**src/rtl/interpolator.sv**
```systemverilog
`default_nettype none
// ============================================================================
//  Module      : interpolator
//  Description : Sample-rate interpolator by R. Input samples are buffered
//                in a 2-entry FIFO; each accepted sample produces exactly R
//                output samples, one per i_tick. Phase 0 always carries the
//                sample itself.
//                Optional feature macro: INTERPOLATOR_ZERO_STUFF_EN
//                  defined   -> phases 1..R-1 output 0 (zero stuffing)
//                  undefined -> phases 1..R-1 repeat the sample (zero-order hold)
//  Revision    : 1.0 - initial release
// ============================================================================
module interpolator #(
   parameter int W = 5,
   parameter int R = 5
) (
   input  logic                i_clk,
   input  logic                i_rst_n,
   input  logic signed [W-1:0] i_data,
   input  logic                i_ready,
   input  logic                i_tick,
   output logic signed [W-1:0] o_data,
   output logic                o_ready,
   output logic                o_full,
   output logic                o_overflow
);

   localparam int             PW     = $clog2(R + 1);
   localparam logic [PW-1:0]  c_LAST = PW'(R - 1);

`ifdef INTERPOLATOR_ZERO_STUFF_EN
   localparam logic c_ZERO_STUFF = 1'b1;
`else
   localparam logic c_ZERO_STUFF = 1'b0;
`endif

   typedef enum logic [0:0] {
      S_IDLE = 1'b0,
      S_EMIT = 1'b1
   } state_t;

   // FIFO storage and pointers
   logic signed [W-1:0] r_mem [2];
   logic                r_wptr;
   logic                r_rptr;
   logic [1:0]          r_count;

   // Output-side state
   state_t              r_state;
   logic [PW-1:0]       r_phase;
   logic signed [W-1:0] r_held;
   logic signed [W-1:0] r_odata;
   logic                r_ordy;
   logic                r_ovf;

   logic                w_empty;
   logic                w_full;
   logic                w_pop;
   logic                w_wr;
   logic                w_drop;
   logic signed [W-1:0] w_head;

   // Pop decisions look only at the registered count, so a sample written
   // this cycle can never be popped in the same cycle.
   assign w_empty = (r_count == 2'd0);
   assign w_full  = (r_count == 2'd2);
   assign w_pop   = i_tick & ~w_empty & (r_state == S_IDLE);
   assign w_wr    = i_ready & (~w_full | w_pop);
   assign w_drop  = i_ready & w_full & ~w_pop;
   assign w_head  = r_mem[r_rptr];

   assign o_data     = r_odata;
   assign o_ready    = r_ordy;
   assign o_full     = w_full;
   assign o_overflow = r_ovf;

   // FIFO: write on accepted i_ready, read on pop; a write into a full FIFO
   // is only accepted when the head leaves in the same cycle.
   always_ff @(posedge i_clk or negedge i_rst_n) begin
      if (!i_rst_n) begin
         r_mem[0] <= '0;
         r_mem[1] <= '0;
         r_wptr   <= 1'b0;
         r_rptr   <= 1'b0;
         r_count  <= 2'd0;
         r_ovf    <= 1'b0;
      end else begin
         r_ovf <= w_drop;
         if (w_wr) begin
            r_mem[r_wptr] <= i_data;
            r_wptr        <= ~r_wptr;
         end
         if (w_pop) begin
            r_rptr <= ~r_rptr;
         end
         case ({w_wr, w_pop})
            2'b10:   r_count <= r_count + 2'd1;
            2'b01:   r_count <= r_count - 2'd1;
            default: r_count <= r_count;
         endcase
      end
   end

   // Emission FSM: IDLE pops and emits phase 0, EMIT produces phases 1..R-1.
   always_ff @(posedge i_clk or negedge i_rst_n) begin
      if (!i_rst_n) begin
         r_state <= S_IDLE;
         r_phase <= '0;
         r_held  <= '0;
         r_odata <= '0;
         r_ordy  <= 1'b0;
      end else begin
         r_ordy <= 1'b0;
         case (r_state)
            S_IDLE: begin
               if (w_pop) begin
                  r_held  <= w_head;
                  r_odata <= w_head;
                  r_ordy  <= 1'b1;
                  if (R > 1) begin
                     r_phase <= PW'(1);
                     r_state <= S_EMIT;
                  end
               end
            end
            S_EMIT: begin
               if (i_tick) begin
                  r_ordy  <= 1'b1;
                  r_odata <= c_ZERO_STUFF ? '0 : r_held;
                  if (r_phase == c_LAST) begin
                     r_phase <= '0;
                     r_state <= S_IDLE;
                  end else begin
                     r_phase <= r_phase + PW'(1);
                  end
               end
            end
            default: begin
               r_state <= S_IDLE;
               r_phase <= '0;
            end
         endcase
      end
   end

endmodule
`default_nettype wire

```
**config.mk**
```make
export PLATFORM = sky130hd
export DESIGN_NAME = interpolator
export DESIGN_NICKNAME = d
export VERILOG_FILES = /design/src/rtl/interpolator.sv
export SDC_FILE = /design/constraint.sdc
export NUM_CORES = 1
export LEC_CHECK = 0
export BUFFER_PORTS_ARGS = -buffer_cell sky130_fd_sc_hd__buf_2
export CORE_MARGIN = 5
export CORE_UTILIZATION = 45
export DETAILED_ROUTE_END_ITERATION = 6
export SLEW_MARGIN = 20
export SYNTH_ARGS = -nofsm -noshare
export SYNTH_HDL_FRONTEND = slang
export SYNTH_SLANG_ARGS = --single-unit
```
**constraint.sdc**
```tcl
create_clock -name i_clk -period 1.7 [get_ports i_clk]
set_input_delay 0.34 -clock i_clk [delete_from_list [all_inputs] [get_ports i_clk]]
set_output_delay 0.34 -clock i_clk [all_outputs]
set_load 0.01 [all_outputs]
```
# Word level (Yosys, flattened, before mapping)
# Cells that the tools add are included.
[op_classes]
reduce_logical = 5
multipliers = 0
eq_ne = 6
n_addsub = 3
magnitude_cmp = 3
n_shift = 0
muxes = 20
div = 0
bitwise = 14
[ops]
columns = ["operator", "n"]
rows = [
  ["5-bit 2-to-1 mux", 6],
  ["10-bit bitwise mux", 1],
  ["5-bit one-hot mux with 2 select lines", 1],
  ["3-bit 2-to-1 mux", 3],
  ["1-bit inverter", 6],
  ["3-bit one-hot mux with 2 select lines", 1],
  ["1-bit bitwise AND", 5],
  ["5-bit demux with 1-bit select", 1],
  ["2-bit == test (second input constant)", 2],
  ["2-bit >= comparator (second input constant)", 2],
  ["1-bit 2-to-1 mux", 4],
  ["2-bit inequality test (second input constant)", 2],
  ["1-bit inverter with 2-bit output", 2],
  ["1-bit one-hot mux with 2 select lines", 2],
  ["2-bit one-hot mux with 2 select lines", 1],
  ["2-bit AND reduction", 2],
  ["3-bit by 1-bit adder with 3-bit output (second input constant)", 1],
  ["3-bit == test (second input constant)", 1],
  ["2-bit by 1-bit adder with 2-bit output (second input constant)", 1],
  ["2-bit by 1-bit == test with 1-bit output (second input constant)", 1],
  ["2-bit logical NOT", 1],
  ["2-bit by 1-bit less-than comparator with 1-bit output (second input constant)", 1],
  ["2-bit nonzero test", 1],
  ["2-bit by 1-bit subtractor with 2-bit output (second input constant)", 1],
  ["2 further kinds", 2],
]
[totals]
word_cells = 62
mem_bits_ro = 0
regBits = 30
memories = 0
input_bits = 9
out_inout_bits = 8
latch_bits = 0
ram_bits = 0

# Logic depth before layout (Yosys ltp)
[logic_depth]
word_depth = 8
ltp_mapped = 5
mapped_depth_nobuf = 5

# Least setup slack after synthesis
# OpenSTA, ideal clock, no wires.
[synth_timing]
path_type = "register to register"
from = "register r_state"
to = "register r_mem[0] (netlist bit)"
synth_period_minus_slack_ns = 1.372
n_path_buf = 0
path_slack_ns = 0.328
setup_time_ns = 0.125
path_stages_with_launch = 4
required_ns = 1.575
arrival_ns = 1.247
path_cell_list = "dfrtp_1 > nand2b_1 > a21oi_4 > mux2_2"
[synth_via]
elab_chain_len = 4
[synth_lines]
columns = ["element", "line", "text"]
rows = [
  ["start, declared", "49", "state_t r_state;"],
  ["start signal, assigned", "107", "r_state <= S_IDLE;"],
  ["start signal, assigned", "122", "r_state <= S_EMIT;"],
  ["start signal, assigned", "132", "r_state <= S_IDLE;"],
  ["1-bit inverter", "n/a", ""],
  ["1-bit bitwise AND", "67", "assign w_pop = i_tick & ~w_empty & (r_state == S_IDLE);"],
  ["1-bit OR", "68", "assign w_wr = i_ready & (~w_full | w_pop);"],
  ["1-bit bitwise AND", "68", ""],
  ["end signal, assigned by index", "90", "r_mem[r_wptr] <= i_data;"],
  ["end, declared", "43", "logic signed [W-1:0] r_mem [2];"],
]
# Every way passes these cells.
# A chain may end at the register's enable or synchronous reset.

# Final worst setup path
[layout_timing]
from = "register r_count[0]"
to = "output o_full"
[layout_via]
elab_chain_len = 1
[layout_lines]
columns = ["element", "line", "text"]
rows = [
  ["start, declared", "46", "logic [1:0] r_count;"],
  ["start signal, assigned", "97", "2'b10: r_count <= r_count + 2'd1;"],
  ["start signal, assigned", "98", "2'b01: r_count <= r_count - 2'd1;"],
  ["start signal, assigned", "99", "default: r_count <= r_count;"],
  ["2-bit == test", "66", "assign w_full = (r_count == 2'd2);"],
  ["end, declared", "24", "output logic o_full,"],
]
# Every way passes these cells.

==> impl_metrics.csv <==
group,metric,value,unit
clocking,cts.htree.levels,2,
clocking,cts.path.max_buffers,2,
sta,setup_ws,0.1145,ns
clocking,root_buffer,"clkbuf_4",
floorplan,die_h,64.57,um
synth,post_synth_num_cell_types,32,
floorplan,num_rows,19,
clocking,path_clk_slew,0.09,ns
synth,synth.area.top_cells,"dfrtp_1, mux2_2, mux2i_1, o221a_2, o21a_1",
placed_design,portBuffers,16,
sta,finalSetupViolCount,0,
final_layout,drive_above_1_share,35.25,%
route,remaining_drc_errors,0,
worst_setup_path,worstPathArrival,1.25,ns
placed_design,placedInstanceArea,1431,um2
clocking,holdBufCountCts,0,
run_status,status,"completed",
worst_setup_path,r2r_start,"r_state",
final_layout,fin_area,1510,um2
final_layout,instances_no_fill,153,
synth,syn-cell-area,1340,um2
synth,ys_seq_area_share,56.02,%
worst_setup_path,critPathLaunchType,"flip-flop",
sta,relSlewSlack,56.39,%
worst_setup_path,cp_max_fo,8,
global_route,track_usage,12.61,%
floorplan,io_pins,17,
synth,synthCells,103,
sta,tightest_slew,0.6542,ns
final_layout,diodes,0,
global_route,grt_pass1_vias,789,
floorplan,dieArea,4169,um2
placed_design,gp_congestion,0.7116,
clocking,cts_buffers,5,
final_layout,fin_util,53.84,%
worst_setup_path,crit_end,"o_full",
synth,synth_top_area_cell,"dfrtp_1",
final_layout,syn2layout_area_growth,12.70,%
placed_design,place_inst,145,
route,drt_pass1_iterations,4,
global_route,grt_pass1_wl,3905,um
clocking,cts_resized,0,
route,drt_wl_total,2272,um
worst_setup_path,reg2reg_to,"r_mem[9]",
clocking,postCtsSetupBuffers,0,
synth,ys_seq_elements,30,
sta,finalCritPeriodShare,93.26,%
synth,synth_fp_nets,114,
power,peakVddDrop,0.9296,mV
placed_design,dpl.hpwl,1586,um
worst_setup_path,startpoint,"r_count[0]",
job,maxCapViolCount,0,
worst_setup_path,r2r_cells,3,
route,via_per_inst,5.477,
route,drt_iter0_markers,46,
clocking,numClockSinks,30,
global_route,antenna_found_initial,0,
hold_path,hold_path.class,"input port to asynchronous set/reset pin",
clocking,clk_latency,0.32,ns
sta,post-route-min-period,1.585,ns
final_layout,final_common_cell,"dfrtp_1",
clocking,cts_tree,"yes",
route,wl_per_cell,14.85,um
final_layout,num-fill-cells,248,
placed_design,place_ws,0.1828,ns
global_route,grt_overflow_total,0,
sta,slew_violations,0,
worst_setup_path,cp_data_required_time,1.36,ns
sta,fin_setup_tns,0,ns
worst_setup_path,path_class,"flip-flop to output pin",
global_route,grt_max_degree,31,
final_layout,finalNetCount,132,
route,vias,838,
synth,yosys_warnings,0,
final_layout,final_cell_mix,"dfrtp_1, buf_2, mux2_2, nand3_1, mux2i_1",
power,power.leakage,0.6808,nW
sta,rsz0062_at_grt,"false",
sta,hold_viol,0,
floorplan,die_x,64.57,um
synth,synth_top_area_share,56.02,%
route,ant_nets,0,
sta,max_freq,630.7,MHz
floorplan,start_util,47.77,%
floorplan,core-area,2805,um2
worst_setup_path,worst_setup_path_end_kind,"output pin",
synth,syn_area_per_cell,13.01,um2
worst_setup_path,r2r_slack,0.19,ns
sta,fin_skew,0.004045,ns
power,p_per_area,1838,nW/um2
==> metal layers <==
| layer | up-vias | wire (um) | GRT usage (%) |
|---|---|---|---|
| met5 | - | 0 | 0 |
| met4 | 0 | 31 | 5.541 |
| met3 | 4 | 118 | 6.390 |
| met2 | 17 | 985 | 17.40 |
| met1 | 406 | 1137 | 16.57 |
| li1 | 411 | - | - |
==> power breakdown <==
part           internal, W  switching (W)
logic             0.000535       0.000432
clock network     0.000282       0.000233
registers          0.00105       0.000241
==> cells by family (layout without fill, tap and decap cells) <==
kind of cell,after synthesis,after routing,synth area share (%)
DFF,30,30,56.02
buffers and inverters,7,26,2.614
muxes,16,16,12.89
adders and majority gates,2,2,1.867
and+or+nand+nor,22,22,9.712
xor gates and xnor gates,2,2,1.307
AOI/OAI and AO/OA,24,24,15.59
==> state kept, by name, indices dropped and copies added (netlist names) <==
signal / cells
r_wptr: 1
r_mem: 10
o_data: 5
r_held: 5
r_state: 1
o_overflow: 1
r_count: 2
r_phase: 3
o_ready: 1
r_rptr: 1
==> worst min-delay path by stage <==
stage | slack (ns) | endpoint | from
2_1_floorplan | 0.04 | o_data[0] | i_rst_n
5_1_grt | 0.07 | o_ready | i_rst_n
6_report | 0.04 | o_ready | i_rst_n
4_1_cts | 0.06 | r_count[0] | i_rst_n
3_3_place_gp | 0.41 | o_ready | i_rst_n
3_5_place_dp | 0.41 | o_data[4] | i_rst_n
==> worst max-delay path, cell delays in order (launching register included) <==
cell and delay (ns):
dfrtp_1 0.45, and2b_4 0.33, buf_2 0.15
==> layout make-up <==
| class | instances | area, um2 | share of cell area, % |
|---|---|---|---|
| Timing Repair Buffer | 16 | 80.08 | 5.302 |
| Sequential cell | 30 | 750.7 | 49.71 |
| Multi-Input combinational cell | 66 | 554.3 | 36.70 |
| Inverter | 2 | 7.507 | 0.4971 |
| Tap cell | 31 | 38.79 | 2.568 |
| Clock buffer | 8 | 78.83 | 5.220 |
==> stage by stage <==
| step | total power, W | hold WS (ns) |
|---|---|---|
| 2_1_floorplan | 0.002047 | 0.04441 |
| 3_3_place_gp | 0.002255 | 0.4127 |
| 3_5_place_dp | 0.002294 | 0.4132 |
| 4_1_cts | 0.002812 | 0.06090 |
| 5_1_grt | 0.003003 | 0.06602 |
| 6_report | 0.002775 | 0.03769 |
==> Yosys cell counts <==
cell and number:
and2b_1 1, and2_4 1, a211oi_1 1, o31a_1 1, a21boi_0 1, o21a_1 5, and2b_4 1, mux2_2 10
nand2_1 5, buf_2 1, nor3b_1 2, o221a_2 5, and4_1 1, or2_0 1, a21oi_1 2, xor2_1 2
a21o_1 2, and3_1 1, a211o_1 1, mux2i_1 6, clkbuf_1 3, ha_1 2, a21oi_4 2, buf_6 1
and2_1 1, nand2b_1 2, dfrtp_1 30, o22ai_1 2, o21ai_0 1, inv_1 2, nand3_1 6, o31ai_1 1
Note: power is estimated with default switching activity, not from simulation.
